[config.mk]
export PLATFORM = sky130hd
export DESIGN_NAME = multicycle_ctrl
export DESIGN_NICKNAME = d
export VERILOG_FILES = /design/src/rtl/multicycle_ctrl.sv
export SDC_FILE = /design/constraint.sdc
export NUM_CORES = 1
export LEC_CHECK = 0
export ABC_AREA = 1
export CAP_MARGIN = 30
export CORE_MARGIN = 10
export CORE_UTILIZATION = 30
export CTS_CLUSTER_DIAMETER = 50
export DETAILED_ROUTE_END_ITERATION = 12
export PLACE_DENSITY = 0.73
export SETUP_SLACK_MARGIN = 0.3
export SYNTH_ARGS = -nofsm -noshare
export SYNTH_HDL_FRONTEND = slang
export SYNTH_SLANG_ARGS = --single-unit
[constraint.sdc]
create_clock -name clk -period 3.9 [get_ports clk]
set_input_delay 0.78 -clock clk [delete_from_list [all_inputs] [get_ports clk]]
set_output_delay 0.78 -clock clk [all_outputs]
set_load 0.02 [all_outputs]
[src/rtl/multicycle_ctrl.sv]
// Multi-cycle control sequencer for the add/sub/lw/sw/beq/j datapath.
// Walks each instruction through fetch/decode/execute/memory/writeback and counts retirements.
module multicycle_ctrl #(
  parameter int CNT_W = 16
) (
  input  logic             clk,
  input  logic             rst_n,
  input  logic [31:0]      instr,
  input  logic             zero,
  input  logic             mem_ready,
  output logic             mem_req,
  output logic             mem_we,
  output logic             iord,
  output logic             ir_write,
  output logic             pc_write,
  output logic [1:0]       pc_src,
  output logic             alu_src_a,
  output logic [1:0]       alu_src_b,
  output logic             alu_sub,
  output logic             reg_write,
  output logic             reg_dst,
  output logic             mem_to_reg,
  output logic             retire,
  output logic             illegal,
  output logic [CNT_W-1:0] retired_cnt
);

  typedef enum logic [3:0] {
    IDLE   = 4'd0,
    FETCH  = 4'd1,
    DECODE = 4'd2,
    MEMADR = 4'd3,
    MEMRD  = 4'd4,
    MEMWB  = 4'd5,
    MEMWR  = 4'd6,
    EXEC   = 4'd7,
    RTWB   = 4'd8,
    BRANCH = 4'd9,
    JUMP   = 4'd10
  } state_e;

  localparam logic [5:0] OP_RTYPE = 6'b000000;
  localparam logic [5:0] OP_LW    = 6'b100011;
  localparam logic [5:0] OP_SW    = 6'b101011;
  localparam logic [5:0] OP_BEQ   = 6'b000100;
  localparam logic [5:0] OP_J     = 6'b000010;
  localparam logic [5:0] FN_ADD   = 6'b100000;
  localparam logic [5:0] FN_SUB   = 6'b100010;

  state_e            state_q, state_d;
  logic [CNT_W-1:0]  cnt_q, cnt_d;
  logic [5:0]        opcode_s;
  logic [5:0]        funct_s;
  logic              is_mem_s;
  logic              is_rtype_s;
  logic              fn_sub_s;
  logic              instr_unused;

  assign opcode_s     = instr[31:26];
  assign funct_s      = instr[5:0];
  assign fn_sub_s     = (funct_s == FN_SUB);
  assign is_mem_s     = (opcode_s == OP_LW) || (opcode_s == OP_SW);
  assign is_rtype_s   = (opcode_s == OP_RTYPE) && ((funct_s == FN_ADD) || fn_sub_s);
  // Register/immediate fields feed the datapath directly, not this controller.
  assign instr_unused = ^instr[25:6];
  assign retired_cnt  = cnt_q;

  // Next-state, Moore/Mealy output decode and retire counter update.
  always_comb begin
    state_d    = state_q;
    mem_req    = 1'b0;
    mem_we     = 1'b0;
    iord       = 1'b0;
    ir_write   = 1'b0;
    pc_write   = 1'b0;
    pc_src     = 2'b00;
    alu_src_a  = 1'b0;
    alu_src_b  = 2'b00;
    alu_sub    = 1'b0;
    reg_write  = 1'b0;
    reg_dst    = 1'b0;
    mem_to_reg = 1'b0;
    retire     = 1'b0;
    illegal    = 1'b0;
    case (state_q)
      IDLE: state_d = FETCH;
      FETCH: begin
        mem_req   = 1'b1;
        alu_src_b = 2'b01;
        ir_write  = mem_ready;
        pc_write  = mem_ready;
        if (mem_ready) state_d = DECODE;
        else           state_d = FETCH;
      end
      DECODE: begin
        alu_src_b = 2'b11;
        if (is_mem_s)                 state_d = MEMADR;
        else if (is_rtype_s)          state_d = EXEC;
        else if (opcode_s == OP_BEQ)  state_d = BRANCH;
        else if (opcode_s == OP_J)    state_d = JUMP;
        else begin
          illegal = 1'b1;
          state_d = FETCH;
        end
      end
      MEMADR: begin
        alu_src_a = 1'b1;
        alu_src_b = 2'b10;
        if (opcode_s == OP_LW) state_d = MEMRD;
        else                   state_d = MEMWR;
      end
      MEMRD: begin
        mem_req = 1'b1;
        iord    = 1'b1;
        if (mem_ready) state_d = MEMWB;
        else           state_d = MEMRD;
      end
      MEMWB: begin
        reg_write  = 1'b1;
        mem_to_reg = 1'b1;
        retire     = 1'b1;
        state_d    = FETCH;
      end
      MEMWR: begin
        mem_req = 1'b1;
        mem_we  = 1'b1;
        iord    = 1'b1;
        retire  = mem_ready;
        if (mem_ready) state_d = FETCH;
        else           state_d = MEMWR;
      end
      EXEC: begin
        alu_src_a = 1'b1;
        alu_sub   = fn_sub_s;
        state_d   = RTWB;
      end
      RTWB: begin
        reg_write = 1'b1;
        reg_dst   = 1'b1;
        alu_src_a = 1'b1;
        alu_sub   = fn_sub_s;
        retire    = 1'b1;
        state_d   = FETCH;
      end
      BRANCH: begin
        alu_src_a = 1'b1;
        alu_sub   = 1'b1;
        pc_src    = 2'b01;
        pc_write  = zero;
        retire    = 1'b1;
        state_d   = FETCH;
      end
      JUMP: begin
        pc_src   = 2'b10;
        pc_write = 1'b1;
        retire   = 1'b1;
        state_d  = FETCH;
      end
      default: state_d = IDLE;
    endcase
    if (retire) cnt_d = cnt_q + {{(CNT_W-1){1'b0}}, 1'b1};
    else        cnt_d = cnt_q;
  end

  // State and retired-instruction counter registers.
  always_ff @(posedge clk or negedge rst_n) begin
    if (!rst_n) begin
      state_q <= IDLE;
      cnt_q   <= {CNT_W{1'b0}};
    end else begin
      state_q <= state_d;
      cnt_q   <= cnt_d;
    end
  end

endmodule

## Word-level counts from Yosys, hierarchy flattened

Index checks and enable logic that the tools add are counted.

- Muxes and demuxes: 27
- Equal/unequal tests: 16
- Reductions and logical operators: 12
- Add/sub/neg operators: 1

Operator list:

| kind | count |
|---|---|
| 4-bit one-hot mux with 7 select lines | 1 |
| 6-bit equality test, second input constant | 4 |
| 16-bit by 1-bit adder with 16-bit output, second input constant | 1 |
| 4-bit by 3-bit equality test with 1-bit output, second input constant | 4 |
| 4-bit 2-to-1 mux | 4 |
| 1-bit 2-to-1 mux | 14 |
| 4-bit equality test, second input constant | 3 |
| 4-bit by 2-bit equality test with 1-bit output, second input constant | 2 |
| 4-bit OR reduction | 2 |
| 6-bit by 2-bit equality test with 1-bit output, second input constant | 1 |
| 6-bit by 3-bit equality test with 1-bit output, second input constant | 1 |
| 6-bit zero test | 1 |
| 2-bit one-hot mux with 3 select lines | 1 |
| 2-bit OR reduction | 3 |
| 5-bit OR reduction | 1 |
| 4-bit by 1-bit equality test with 1-bit output, second input constant | 1 |
| 4-bit zero test | 1 |
| 2-bit 2-to-1 mux | 2 |
| 1-bit one-hot mux with 2 select lines | 2 |
| 2-bit one-hot mux with 2 select lines | 1 |
| 3-bit 2-to-1 mux | 1 |
| 1-bit one-hot mux with 3 select lines | 1 |
| 3-bit OR reduction | 1 |
| 1-bit logical OR | 2 |
| 1-bit logical AND | 1 |

- Logic and storage cells: 58
- Register bits: 20

## Depth between registers and ports, before layout

- Word-level depth: 6
- Gate-level depth with buffers: 10
- Mapped depth without buffers: 9

## Worst setup path after synthesis

No wires, ideal clock.

- Path kind: input-to-output
- Start point: in instr[29]
- End point: out illegal
- Arrival time: 1580 ps
- Path slack: 1540 ps
- Stages: 4
- Buffers on the path: 0
- Cells stage by stage: nor2_1 -> nand4_1 -> o21ai_0 -> nor3b_1

- Longest elaborated chain between the ends: 6
- Elaborated cells on any way between the ends: 12
- Classes of those cells: eq/ne (4); mux (5); reduce/logical (3)

Ends and longest elaborated chain:

| element | line | RTL |
|---|---|---|
| start: declaration | 8 | `input logic [31:0] instr,` |
| 6-bit by 2-bit equality test with 1-bit output | 100 | `else if (opcode_s == OP_J) state_d = JUMP;` |
| 1-bit 2-to-1 mux | 100 |  |
| 1-bit 2-to-1 mux | 99 | `else if (opcode_s == OP_BEQ) state_d = BRANCH;` |
| 1-bit 2-to-1 mux | 98 | `else if (is_rtype_s) state_d = EXEC;` |
| 1-bit 2-to-1 mux * | 97 | `if (is_mem_s) state_d = MEMADR;` |
| 1-bit 2-to-1 mux * | 85 | `case (state_q)` |
| end: declaration | 24 | `output logic illegal,` |

Mark *: on every way between the ends. The rest lies on a longest branch, timed or not.

## Worst setup path in the final report

- Start point: in mem_ready
- End point: out retire

- Longest elaborated chain between the ends: 1

Ends and longest elaborated chain:

| element | line | RTL |
|---|---|---|
| start: declaration | 10 | `input logic mem_ready,` |
| 1-bit one-hot mux with 2 select lines | 85 |  |
| end: declaration | 23 | `output logic retire,` |

Every way passes these cells.

==> reports/results.env <==
SETUP.REG_TO_REG.WORST_SLACK_NS=2.26
POSTCTSRESIZEDCELLS=0
WORSTHOLDSTART='retired_cnt[15]'
OUTCOME='complete, no violations'
SWITCH_SHARE=0.4405
SW_PWR_uW=395.0
PLACE_WORST_SETUP_SLACK_NS=0.5617
IR_DROP_uV=153.5
PLACEMENT_ROWS=25
PATH_MAX_FANOUT=17
STARTPOINT_TYPE='input pin'
VIAS_PER_CELL=4.576
CRIT_BUF_INV=2
YS_DOMINANT_REG_CELL='sky130_fd_sc_hd__dfrtp_1'
FINALHOLDVIOLATIONS=0
SYNTHESIS.AREA_UM2=1501
FIN_HOLD_WS_NS=0.5862
FINAL.PERIOD_UTILIZATION=0.8519
POST_CTS_BUFFERS=0
WORST_SETUP_PATH_STARTPOINT='mem_ready'
FINALSETUPVIOLATIONS=0
DIE_H_UM=90.75
WORST_PATH_LARGEST_CELL_DELAY_NS=0.64
CHIPWIDTH_UM=90.75
CP_NUM_CELLS=4
RSZ_0062_RAISED_AFTER_GLOBAL_ROUTING='no'
FLOORPLAN.INITIALDENSITY=0.3137
FIRST_PASS_GRT_WIRE_LENGTH_UM=6955
MAXCAPVIOLCOUNT=0
CP_TOP_FAMILY='buffers and inverters'
SETUP_SLACK_NS=0.5777
GRT_START_MAX_NET_PINS=21
CTS_TREE='yes'
GP_CONGESTION=0.8612
AREA.GROWTH.SYNTH_TO_FINAL_PCT=38.08
COREAREA_UM2=4786
P_COMB_FRAC=0.542
POST_LAYOUT_INSTANCE_AREA_UM2=2073
CRIT_TYPE='input pin to output pin'
DRC=0
RANKING_OF_SYNTHESIZED_CELLS_BY_INSTANCE_COUNT='85 x sky130_fd_sc_hd__nand2_1, 28 x sky130_fd_sc_hd__nor2_1, 24 x sky130_fd_sc_hd__inv_1, 23 x sky130_fd_sc_hd__nand3_1, 20 x sky130_fd_sc_hd__dfrtp_1'
CLK_PIN_SLEW_NS=0.07
CRITPATHMOSTFREQUENTCELL='sky130_fd_sc_hd__clkdlybuf4s50_1'
REGTOREGSTARTPOINT='retired_cnt[0]'
WORST_EP_ARRIVAL_TIME_NS=2.54
ROUTED_WL_UM=4089
CLOCK_TREE.HTREE_LEVEL_COUNT=1
YS_TOP_CELLS_BY_AREA='sky130_fd_sc_hd__dfrtp_1 33%, sky130_fd_sc_hd__nand2_1 21%, sky130_fd_sc_hd__nand3_1 7.7%'
MIN_PATH_TYPE='flop to flop'
SYNTH.YOSYS.WARNINGS=0
CLOCK_SKEW_NS=0.005218
CTS_BUFFER_DEPTH=2
DETAIL_ROUTE.WL_PER_CELL_UM=11.72
DR.FIRST_ITER.DRC_COUNT=102
SYNTH_LARGEST_TYPE_AREA_FRACTION=0.3333
FIRST_GLOBAL_VIAS=1572
TRITONCTS_NUM_SINKS=20
MAPPED_NETS=272
LIBRARY_CELL_CONTRIBUTING_THE_LARGEST_SINGLE_DELAY_ON_THE_CRITICAL_PATH='sky130_fd_sc_hd__clkdlybuf4s50_1'
IO-PIN-COUNT=68
DRT_PRE_ANTENNA_ITERS=4
REQUIRED_NS=3.12
WORSTSKEWPAIRLATENCY_NS=0.26
TOTALNEGATIVESETUPSLACK_NS=0
FP.DIEAREA_UM2=8235
ANTENNA_VIOLATING_NETS_POST_ROUTE=0
DRIVE_ABOVE_1_SHARE=0.07447
YS_TYPES=25
SYNTHMOSTINSTANTIATEDCELL='sky130_fd_sc_hd__nand2_1'
PERIOD_MINUS_SLACK_NS=3.322
SYNTH_SEQ_AREA_SHARE=0.3333
POST_SYNTH_EDFFS=0
N_ANTENNA_CELL=0
ASYNC_FLOP_SHARE=1.000
GROUTE.USAGE.OVERALL=0.09716
CLKPWRFRAC=0.151
DPL-INSTANCE-AREA_UM2=2032
ACHIEVABLE-FREQUENCY_MHz=301.0
SYNTHESIS.AREA_PER_INSTANCE_UM2=6.389
RELATIVE_MAX_TRANSITION_MARGIN=0.4131
VIA_COUNT=1597
SETUP.WORST_PATH.END_CLASS='output pin'
SYNTHESIS.INSTANCES=235
SEQUENTIALPOWERSHARE=0.307
POST-SYNTH-TOP-AREA-CELL='sky130_fd_sc_hd__dfrtp_1'
SLEW_VIOL_FINAL=0
HPWLAFTERDP_UM=3265
CLOCK-ROOT-BUFFER='sky130_fd_sc_hd__clkbuf_8'
POWER-PER-CELL-AREA_nW_PER_UM2=432.6
IO_BUFFER_COUNT=47
FIN_NETS=321
POWER.LEAKAGE_nW=1.006
YS_FF_LATCH=20
CTS_HOLD_REPAIR.BUFFERS=0
TRITONCTS.NUM_BUFFERS=3
WORST_SLEW_PIN_SLEW_NS=0.8776
INTPOWER_uW=501.8
PATH_DEPTH_OF_THE_WORST_REG2REG_PATH=8
PATH_CELLS='clkdlybuf4s50_1 > nand2_2 > nand2_4 > clkdlybuf4s50_1'
GRT-OVFL-TOTAL=0
ANTENNA_FOUND_INITIAL=0
HOLD_DEPTH=2
-- cells by family (layout without fill, tap and decap cells) --
logic type / after synthesis / count (layout) / synth area share
AND/OR/NAND/NOR: 163 / 163 / 0.4875
buffers and inverters: 33 / 80 / 0.09083
flip-flops: 20 / 20 / 0.3333
AO/OA/AOI/OAI: 11 / 11 / 0.03917
XOR/XNOR: 7 / 7 / 0.04083
adder cells (fa/ha/maj): 1 / 1 / 0.008332
-- worst paths after layout --
path / to
max reg2reg: retired_cnt[10]
min reg2reg: retired_cnt[15]
min: retired_cnt[15]
max in group asynchronous: state_q[1]
max: retire
min in group asynchronous: retired_cnt[7]
-- worst register-to-register path, cell delays in order (launching register included) --
cell and delay (ns):
sky130_fd_sc_hd__dfrtp_1 0.46, sky130_fd_sc_hd__ha_1 0.28, sky130_fd_sc_hd__inv_1 0.06, sky130_fd_sc_hd__nor2_1 0.28
sky130_fd_sc_hd__nand2_1 0.14, sky130_fd_sc_hd__o21ai_0 0.16, sky130_fd_sc_hd__nand2_1 0.08, sky130_fd_sc_hd__nand2_1 0.06
sky130_fd_sc_hd__nand2_1 0.05
-- registers in the layout, summed over array words and instances, names as in the netlist --
name,count
state_q,4
retired_cnt,16
-- area by class of cell --
| type | count | area [um2] |
|---|---|---|
| Fill cell | 481 | 2713 |
| Multi-Input combinational cell | 182 | 864.6 |
| Timing Repair Buffer | 47 | 470.5 |
| Sequential cell | 20 | 500.5 |
| Tap cell | 67 | 83.83 |
| Clock buffer | 3 | 41.29 |
| Inverter | 30 | 112.6 |
-- through the flow --
stage,power (mW),std cells,util
2_1_floorplan,0.5783,235,-
3_3_place_gp,0.7654,346,0.4246
3_5_place_dp,0.7715,346,0.4246
4_1_cts,0.9071,349,0.4332
5_1_grt,0.9643,349,0.4332
6_report,0.8968,349,0.4332
-- power groups by stage --
stage / logic [mW] / registers (mW) / clock network, mW
floorplan: 0.288 / 0.290 / 0
global placement: 0.487 / 0.279 / 0
detailed placement: 0.493 / 0.279 / 0
CTS: 0.495 / 0.276 / 0.136
global route: 0.536 / 0.282 / 0.146
finish: 0.486 / 0.275 / 0.135
-- cells in the final DEF, fill, tap and decap left out --
master / synthesis / layout
sky130_fd_sc_hd__clkbuf_8: 0 / 3
sky130_fd_sc_hd__ha_1: 1 / 1
sky130_fd_sc_hd__nor3_1: 4 / 4
sky130_fd_sc_hd__inv_2: 6 / 6
sky130_fd_sc_hd__o22ai_1: 1 / 1
sky130_fd_sc_hd__nor2_8: 1 / 1
sky130_fd_sc_hd__nand3b_1: 3 / 3
sky130_fd_sc_hd__nor3b_1: 1 / 1
sky130_fd_sc_hd__or2_2: 1 / 1
sky130_fd_sc_hd__o21ai_0: 8 / 8
sky130_fd_sc_hd__dfrtp_1: 20 / 20
sky130_fd_sc_hd__nand3_1: 23 / 23
sky130_fd_sc_hd__clkdlybuf4s50_1: 0 / 47
sky130_fd_sc_hd__nand2_2: 4 / 4
sky130_fd_sc_hd__xor2_1: 3 / 3
sky130_fd_sc_hd__xnor2_1: 4 / 4
sky130_fd_sc_hd__nor2_1: 28 / 28
sky130_fd_sc_hd__inv_1: 24 / 24
sky130_fd_sc_hd__nand2_4: 2 / 2
sky130_fd_sc_hd__nand4_1: 7 / 7
sky130_fd_sc_hd__nor2_2: 4 / 4
sky130_fd_sc_hd__nand2_1: 85 / 85
sky130_fd_sc_hd__a21oi_1: 1 / 1
sky130_fd_sc_hd__a21o_1: 1 / 1
-- routing by layer --
metal / vias to the layer above / track usage / part of all wire
met5: - / 0 / 0
met4: 0 / 0.01459 / 0.0051
met3: 5 / 0.04156 / 0.074
met2: 32 / 0.1701 / 0.47
met1: 726 / 0.1081 / 0.45
li1: 834 / - / -
(Power assumes the default switching activity.)
